--- config.mk ---
export PLATFORM = sky130hd
export DESIGN_NAME = dmem_arbiter
export DESIGN_NICKNAME = d
export VERILOG_FILES = /design/src/rtl/dmem_arbiter.sv
export SDC_FILE = /design/constraint.sdc
export NUM_CORES = 1
export LEC_CHECK = 0
export CORE_ASPECT_RATIO = 2
export CORE_MARGIN = 10
export CORE_UTILIZATION = 20
export DETAILED_ROUTE_END_ITERATION = 8
export PLACE_DENSITY = 0.87
export SYNTH_ARGS = -nofsm -noshare
export SYNTH_HDL_FRONTEND = slang
export SYNTH_SLANG_ARGS = --single-unit
export TNS_END_PERCENT = 10
--- constraint.sdc ---
create_clock -name clk -period 2.3 [get_ports clk]
set_input_delay 0.46 -clock clk [delete_from_list [all_inputs] [get_ports clk]]
set_output_delay 0.46 -clock clk [all_outputs]
set_load 0.03 [all_outputs]
--- src/rtl/dmem_arbiter.sv ---
// dmem_arbiter
//   Two-master arbiter in front of the single-port 2048x32 data memory.
//   Master 0 (CPU LSU) has fixed priority. Master 1 (DMA/peripheral bridge) is
//   force-granted after MAX_WAIT consecutive denied cycles. At most one access
//   is issued per cycle. Read data returns one cycle after the grant, matching
//   the memory's registered read port.
// Ports
//   clk, rst                   clock; synchronous active-high reset
//   mX_req/addr/we/wdata       master X request and payload, held until mX_gnt
//   mX_gnt                     master X accepted this cycle (combinational)
//   mX_rvalid/rdata            master X response, one cycle after accept
//   mem_en/we/addr/wdata       memory request side
//   mem_rdata                  memory read data, valid the cycle after mem_en
module dmem_arbiter #(
  parameter int ADDR_W   = 11,
  parameter int DATA_W   = 32,
  parameter int MAX_WAIT = 4
) (
  input  logic              clk,
  input  logic              rst,
  input  logic              m0_req,
  input  logic [ADDR_W-1:0] m0_addr,
  input  logic [3:0]        m0_we,
  input  logic [DATA_W-1:0] m0_wdata,
  output logic              m0_gnt,
  output logic              m0_rvalid,
  output logic [DATA_W-1:0] m0_rdata,
  input  logic              m1_req,
  input  logic [ADDR_W-1:0] m1_addr,
  input  logic [3:0]        m1_we,
  input  logic [DATA_W-1:0] m1_wdata,
  output logic              m1_gnt,
  output logic              m1_rvalid,
  output logic [DATA_W-1:0] m1_rdata,
  output logic              mem_en,
  output logic [3:0]        mem_we,
  output logic [ADDR_W-1:0] mem_addr,
  output logic [DATA_W-1:0] mem_wdata,
  input  logic [DATA_W-1:0] mem_rdata
);

  localparam logic [3:0] WAIT_MAX = 4'(MAX_WAIT);

  logic [3:0] wait_cnt_q, wait_cnt_d;
  logic       resp_valid_q, resp_valid_d;
  logic       resp_owner_q, resp_owner_d;
  logic       force_m1;

  // Grants are blocked outright during reset so nothing reaches the memory.
  always_comb begin
    force_m1 = m1_req && (wait_cnt_q == WAIT_MAX);
    m1_gnt   = !rst && m1_req && (!m0_req || force_m1);
    m0_gnt   = !rst && m0_req && !m1_gnt;
    mem_en   = m0_gnt | m1_gnt;
  end

  always_comb begin
    mem_we    = '0;
    mem_addr  = '0;
    mem_wdata = '0;
    if (m1_gnt) begin
      mem_we    = m1_we;
      mem_addr  = m1_addr;
      mem_wdata = m1_wdata;
    end else if (m0_gnt) begin
      mem_we    = m0_we;
      mem_addr  = m0_addr;
      mem_wdata = m0_wdata;
    end
  end

  always_comb begin
    wait_cnt_d = wait_cnt_q;
    if (!m1_req || m1_gnt) begin
      wait_cnt_d = '0;
    end else if (wait_cnt_q < WAIT_MAX) begin
      wait_cnt_d = wait_cnt_q + 4'd1;
    end
    resp_valid_d = mem_en;
    resp_owner_d = m1_gnt;
  end

  always_ff @(posedge clk) begin
    if (rst) begin
      wait_cnt_q   <= '0;
      resp_valid_q <= 1'b0;
      resp_owner_q <= 1'b0;
    end else begin
      wait_cnt_q   <= wait_cnt_d;
      resp_valid_q <= resp_valid_d;
      resp_owner_q <= resp_owner_d;
    end
  end

  // A response already in flight when rst rises is dropped in that same
  // cycle; the master re-issues the access after reset.
  assign m0_rvalid = !rst && resp_valid_q && !resp_owner_q;
  assign m1_rvalid = !rst && resp_valid_q &&  resp_owner_q;
  assign m0_rdata  = mem_rdata;
  assign m1_rdata  = mem_rdata;

endmodule

# Yosys cells after proc, flatten, opt, wreduce, memory -nomap -nowiden

Cells that the tools add are included.

Output and inout bits: 116
Register bits: 6
Word-level logic and storage cells: 29
Input port bits: 130

Magnitude comparators: 1
$add $sub $neg: 1
Mux-type cells: 6
Reductions and logical operators: 16
Equality and inequality tests: 1
Bitwise logic cells: 1

Operator list:

| operator              | count |
|---|---|
| $mux W32              | 2 |
| $mux W11              | 2 |
| $logic_and A1 B1 Y1   | 8 |
| $mux W4               | 2 |
| $logic_not A1 Y1      | 5 |
| $add A4 B1 Y4 const B | 1 |
| $eq A4 B3 Y1 const B  | 1 |
| $lt A4 B3 Y1 const B  | 1 |
| $logic_or A1 B1 Y1    | 2 |
| $reduce_or A2 Y1      | 1 |
| $or A1 B1 Y1          | 1 |

# Logic depth before layout (Yosys ltp)

Depth after elaboration: 8
Depth in mapped cells: 7
Mapped depth without buffers: 5

# Least setup slack after synthesis

No wires, ideal clock.

Kind: register to output
Start point: register wait_cnt_q[0]
End point: output port mem_addr[0]
Setup slack: 0.369 ns
Path buffers: 1
Cell stages (with the launch flop): 7
Data required time: 1.840 ns
Arrival time: 1.471 ns
Cell sequence: dfxtp_1 inv_1 ha_1 nand3b_1 a21oi_2 buf_2 a22o_1

Longest elaborated chain between the ends: 8

Ends and longest elaborated chain:

| item                     | RTL line | text |
|---|---|---|
| start: declaration       | 44       | `logic [3:0] wait_cnt_q, wait_cnt_d;` |
| start signal: assignment | 89       | `wait_cnt_q <= wait_cnt_d;` |
| $eq A4 B3 Y1 *           | 51       | `force_m1 = m1_req && (wait_cnt_q == WAIT_MAX);` |
| $logic_and A1 B1 Y1 *    | 51       |  |
| $logic_or A1 B1 Y1 *     | 52       | `m1_gnt = !rst && m1_req && (!m0_req \|\| force_m1);` |
| $logic_and A1 B1 Y1 *    | 52       |  |
| net m1_gnt               | 32       | `output logic m1_gnt,` |
| $logic_not A1 Y1         | 53       | `m0_gnt = !rst && m0_req && !m1_gnt;` |
| $logic_and A1 B1 Y1      | 53       |  |
| $mux W11                 | 65       | `end else if (m0_gnt) begin` |
| $mux W11 *               | 61       | `if (m1_gnt) begin` |
| end: declaration         | 37       | `output logic [ADDR_W-1:0] mem_addr,` |

The timed path passes the listed nets; every way through them passes the cells marked *.

# Worst setup path in the final report

Start point: register wait_cnt_q[1]
End point: output port mem_wdata[5]

Longest elaborated chain between the ends: 8

Ends and longest elaborated chain:

| item                  | RTL line | text |
|---|---|---|
| $eq A4 B3 Y1 *        | 51       |  |
| $logic_and A1 B1 Y1 * | 51       |  |
| $logic_or A1 B1 Y1 *  | 52       |  |
| $logic_and A1 B1 Y1 * | 52       |  |
| $logic_not A1 Y1      | 53       |  |
| $logic_and A1 B1 Y1   | 53       |  |
| $mux W32              | 65       |  |
| $mux W32 *            | 61       |  |
| end: declaration      | 38       | `output logic [DATA_W-1:0] mem_wdata,` |

Every way passes the cells marked *; elsewhere a longest branch is shown, timed or not.

==> impl_metrics.json <==
{
  "status": "finished clean",
  "synth_top_area_frac": 0.408,
  "place_ws_ns": -0.122,
  "final-max-slew-violation-count": 0,
  "dieWidth_um": 76.0,
  "hold-worst-slack_ns": 0.553,
  "ys_ff_latch": 6,
  "place.gp.congestion": 0.824,
  "cts.path.max_buffers": 2,
  "final-hold-violation-count": 0,
  "cts_tree": "built",
  "cp.required_ns": 1.84,
  "comb_power_share": 0.596,
  "synth_area_leaders": "buf_4, a22o_1, dfxtp_1",
  "place_area_um2": 2510,
  "drt_pre_antenna_iters": 4,
  "end_kind": "primary output",
  "drive_above_1_share": 0.376,
  "wire_per_inst_um": 23.5,
  "drt-vias-per-instance": 4.66,
  "synthFlopType": "dfxtp_1",
  "rsz0062_at_grt": "yes",
  "io_buffers": 149,
  "antennaDiodeCount": 0,
  "die_h_um": 132,
  "cp-endpoint": "mem_wdata[5]",
  "fin_util": 0.475,
  "yosysSeqAreaShare": 0.0959,
  "io_pins": 246,
  "p_int_uw": 677,
  "synth_top_cell_by_area": "buf_4",
  "tns_ns": 0,
  "routed_wl_um": 7670,
  "synth_enable_flop_cells": 0,
  "area_growth_syn_to_layout_pct": 130,
  "hp-class": "reg -> reg",
  "core_area_um2": 6060,
  "r2r_setup_slack_ns": 1.05,
  "grt_antenna_before_repair": 0,
  "vias": 1519,
  "async_flop_share": 0,
  "drc": 0,
  "cellPowerDensity_nw_per_um2": 344,
  "crit_path_start": "wait_cnt_q[1]",
  "fin_skew_ns": 0.00282,
  "row_count": 40,
  "grt_pass1_wl_um": 11000,
  "start_kind": "flop",
  "peakVddDrop_mv": 0.401,
  "first_iter_violations": 32,
  "synth_area_um2": 1250,
  "ctsHoldBuffers": 0,
  "hpwlAfterDp_um": 6370,
  "critPathArrivalTime_ns": 1.78,
  "final_cell_area_um2": 2880,
  "path_clk_slew_ns": 0.03,
  "grt_max_degree": 33,
  "max_cap_violations": 0,
  "synth_cell_types": 20,
  "timing.fmax_mhz": 447,
  "reg2reg_to": "wait_cnt_q[0]",
  "reg2reg_from": "wait_cnt_q[1]",
  "tightest_slew_ns": 0.239,
  "ant_nets": 0,
  "synth_common_cells": "buf_4, a22o_1, dfxtp_1",
  "period_share": 0.972,
  "fin_crit_ns": 2.24,
  "track_usage": 0.139,
  "slew-limit-headroom": 0.841,
  "clkLatencyLatePin_ns": 0.23,
  "reg2reg_depth": 6,
  "seqPwrFrac": 0.111,
  "setup_viol": 0,
  "overflow": 0,
  "yosysMostFrequentCell": "buf_4",
  "num-nets-final": 376,
  "netSwitchingPower_uw": 312,
  "cp_max_fo": 14,
  "switching_share": 0.315,
  "syn_nets": 284,
  "dieArea_um2": 10000,
  "yosys_warnings": 0,
  "start_util": 0.207,
  "synth.avg_cell_area_um2": 8.24,
  "layoutNonFillerInstCount": 326,
  "synthCells": 152,
  "cts_sinks": 6,
  "leakage_nw": 1.24,
  "cts_root_buffer": "clkbuf_16",
  "numCtsBuffers": 3,
  "cts.htree.levels": 1,
  "placed_cells_incl_taps": 318,
  "p_total_uw": 989,
  "path_class": "reg -> out",
  "clock_power_share": 0.293,
  "grt_pass1_vias": 1780,
  "worst_slack_ns": 0.0642
}
power by group through the flow:
stage	clock, mW	combinational (mW)	sequential (mW)
6_report	0.290	0.589	0.110
5_1_grt	0.300	0.619	0.110
4_1_cts	0.295	0.560	0.109
3_5_place_dp	0	0.543	0.111
3_3_place_gp	0	0.540	0.110
2_1_floorplan	0	0.404	0.110
registers in the layout, summed over array words and instances (netlist names):
name and flops:
resp_owner_q 1, wait_cnt_q 4, resp_valid_q 1
worst min-delay path by stage:
stage,endpoint,cells past startpoint,from,slack (ns)
6_report,wait_cnt_q[0],2,wait_cnt_q[0],0.55
3_5_place_dp,wait_cnt_q[0],2,wait_cnt_q[0],0.57
3_3_place_gp,wait_cnt_q[1],2,wait_cnt_q[1],0.53
2_1_floorplan,wait_cnt_q[3],2,wait_cnt_q[3],0.48
4_1_cts,wait_cnt_q[3],2,wait_cnt_q[3],0.57
5_1_grt,wait_cnt_q[0],2,wait_cnt_q[0],0.57
per-layer routing:
metal  global-route usage  vias to the layer above  routed length (um)
met5                    0                        -                   0
met4                0.102                        0                 471
met3               0.0915                       49                1280
met2                0.231                      141                3620
met1                0.115                      656                2300
li1                     -                      673                   -
layout by cell type (no fill, tap or decap), types with 4 or more instances in the layout:
master | netlist | routed
dfxtp_1 | 6 | 4
buf_6 | 2 | 5
a22o_1 | 47 | 30
buf_4 | 68 | 33
buf_12 | 0 | 23
clkdlybuf4s50_1 | 0 | 94
a22o_4 | 0 | 17
nor3_1 | 4 | 4
clkbuf_16 | 0 | 5
nor2_1 | 4 | 4
cell type report:
class | instances | area [um2]
Clock buffer | 3 | 75.1
Fill cell | 552 | 3180
Inverter | 3 | 11.3
Multi-Input combinational cell | 69 | 753
Sequential cell | 6 | 123
Tap cell | 84 | 105
Timing Repair Buffer | 161 | 1810
timing repair:
action,CTS,global route
buffers inserted,2,0
gates cloned,1,2
pin swaps,1,4
setup endpoints to repair,47,43
resized for setup,10,22
kinds of logic (layout without fill, tap and decap cells):
group	Yosys count	after routing	share of synthesized area
flip-flops	6	6	0.0959
XOR/XNOR	1	1	0.00699
adder cells (fa/ha/maj)	2	2	0.0200
multiplexers	1	1	0.00799
buffers and inverters	77	167	0.451
AO/OA/AOI/OAI	51	51	0.357
AND/OR/NAND/NOR	14	14	0.0619
worst max-delay path: stages (launching register included):
cell and delay (ns):
dfxtp_2 0.32, inv_1 0.08, ha_4 0.15, nand3b_1 0.14
a21oi_4 0.21, buf_12 0.16, buf_16 0.14, a22o_1 0.18
buf_6 0.14
Note: power is estimated with default switching activity, not from simulation.
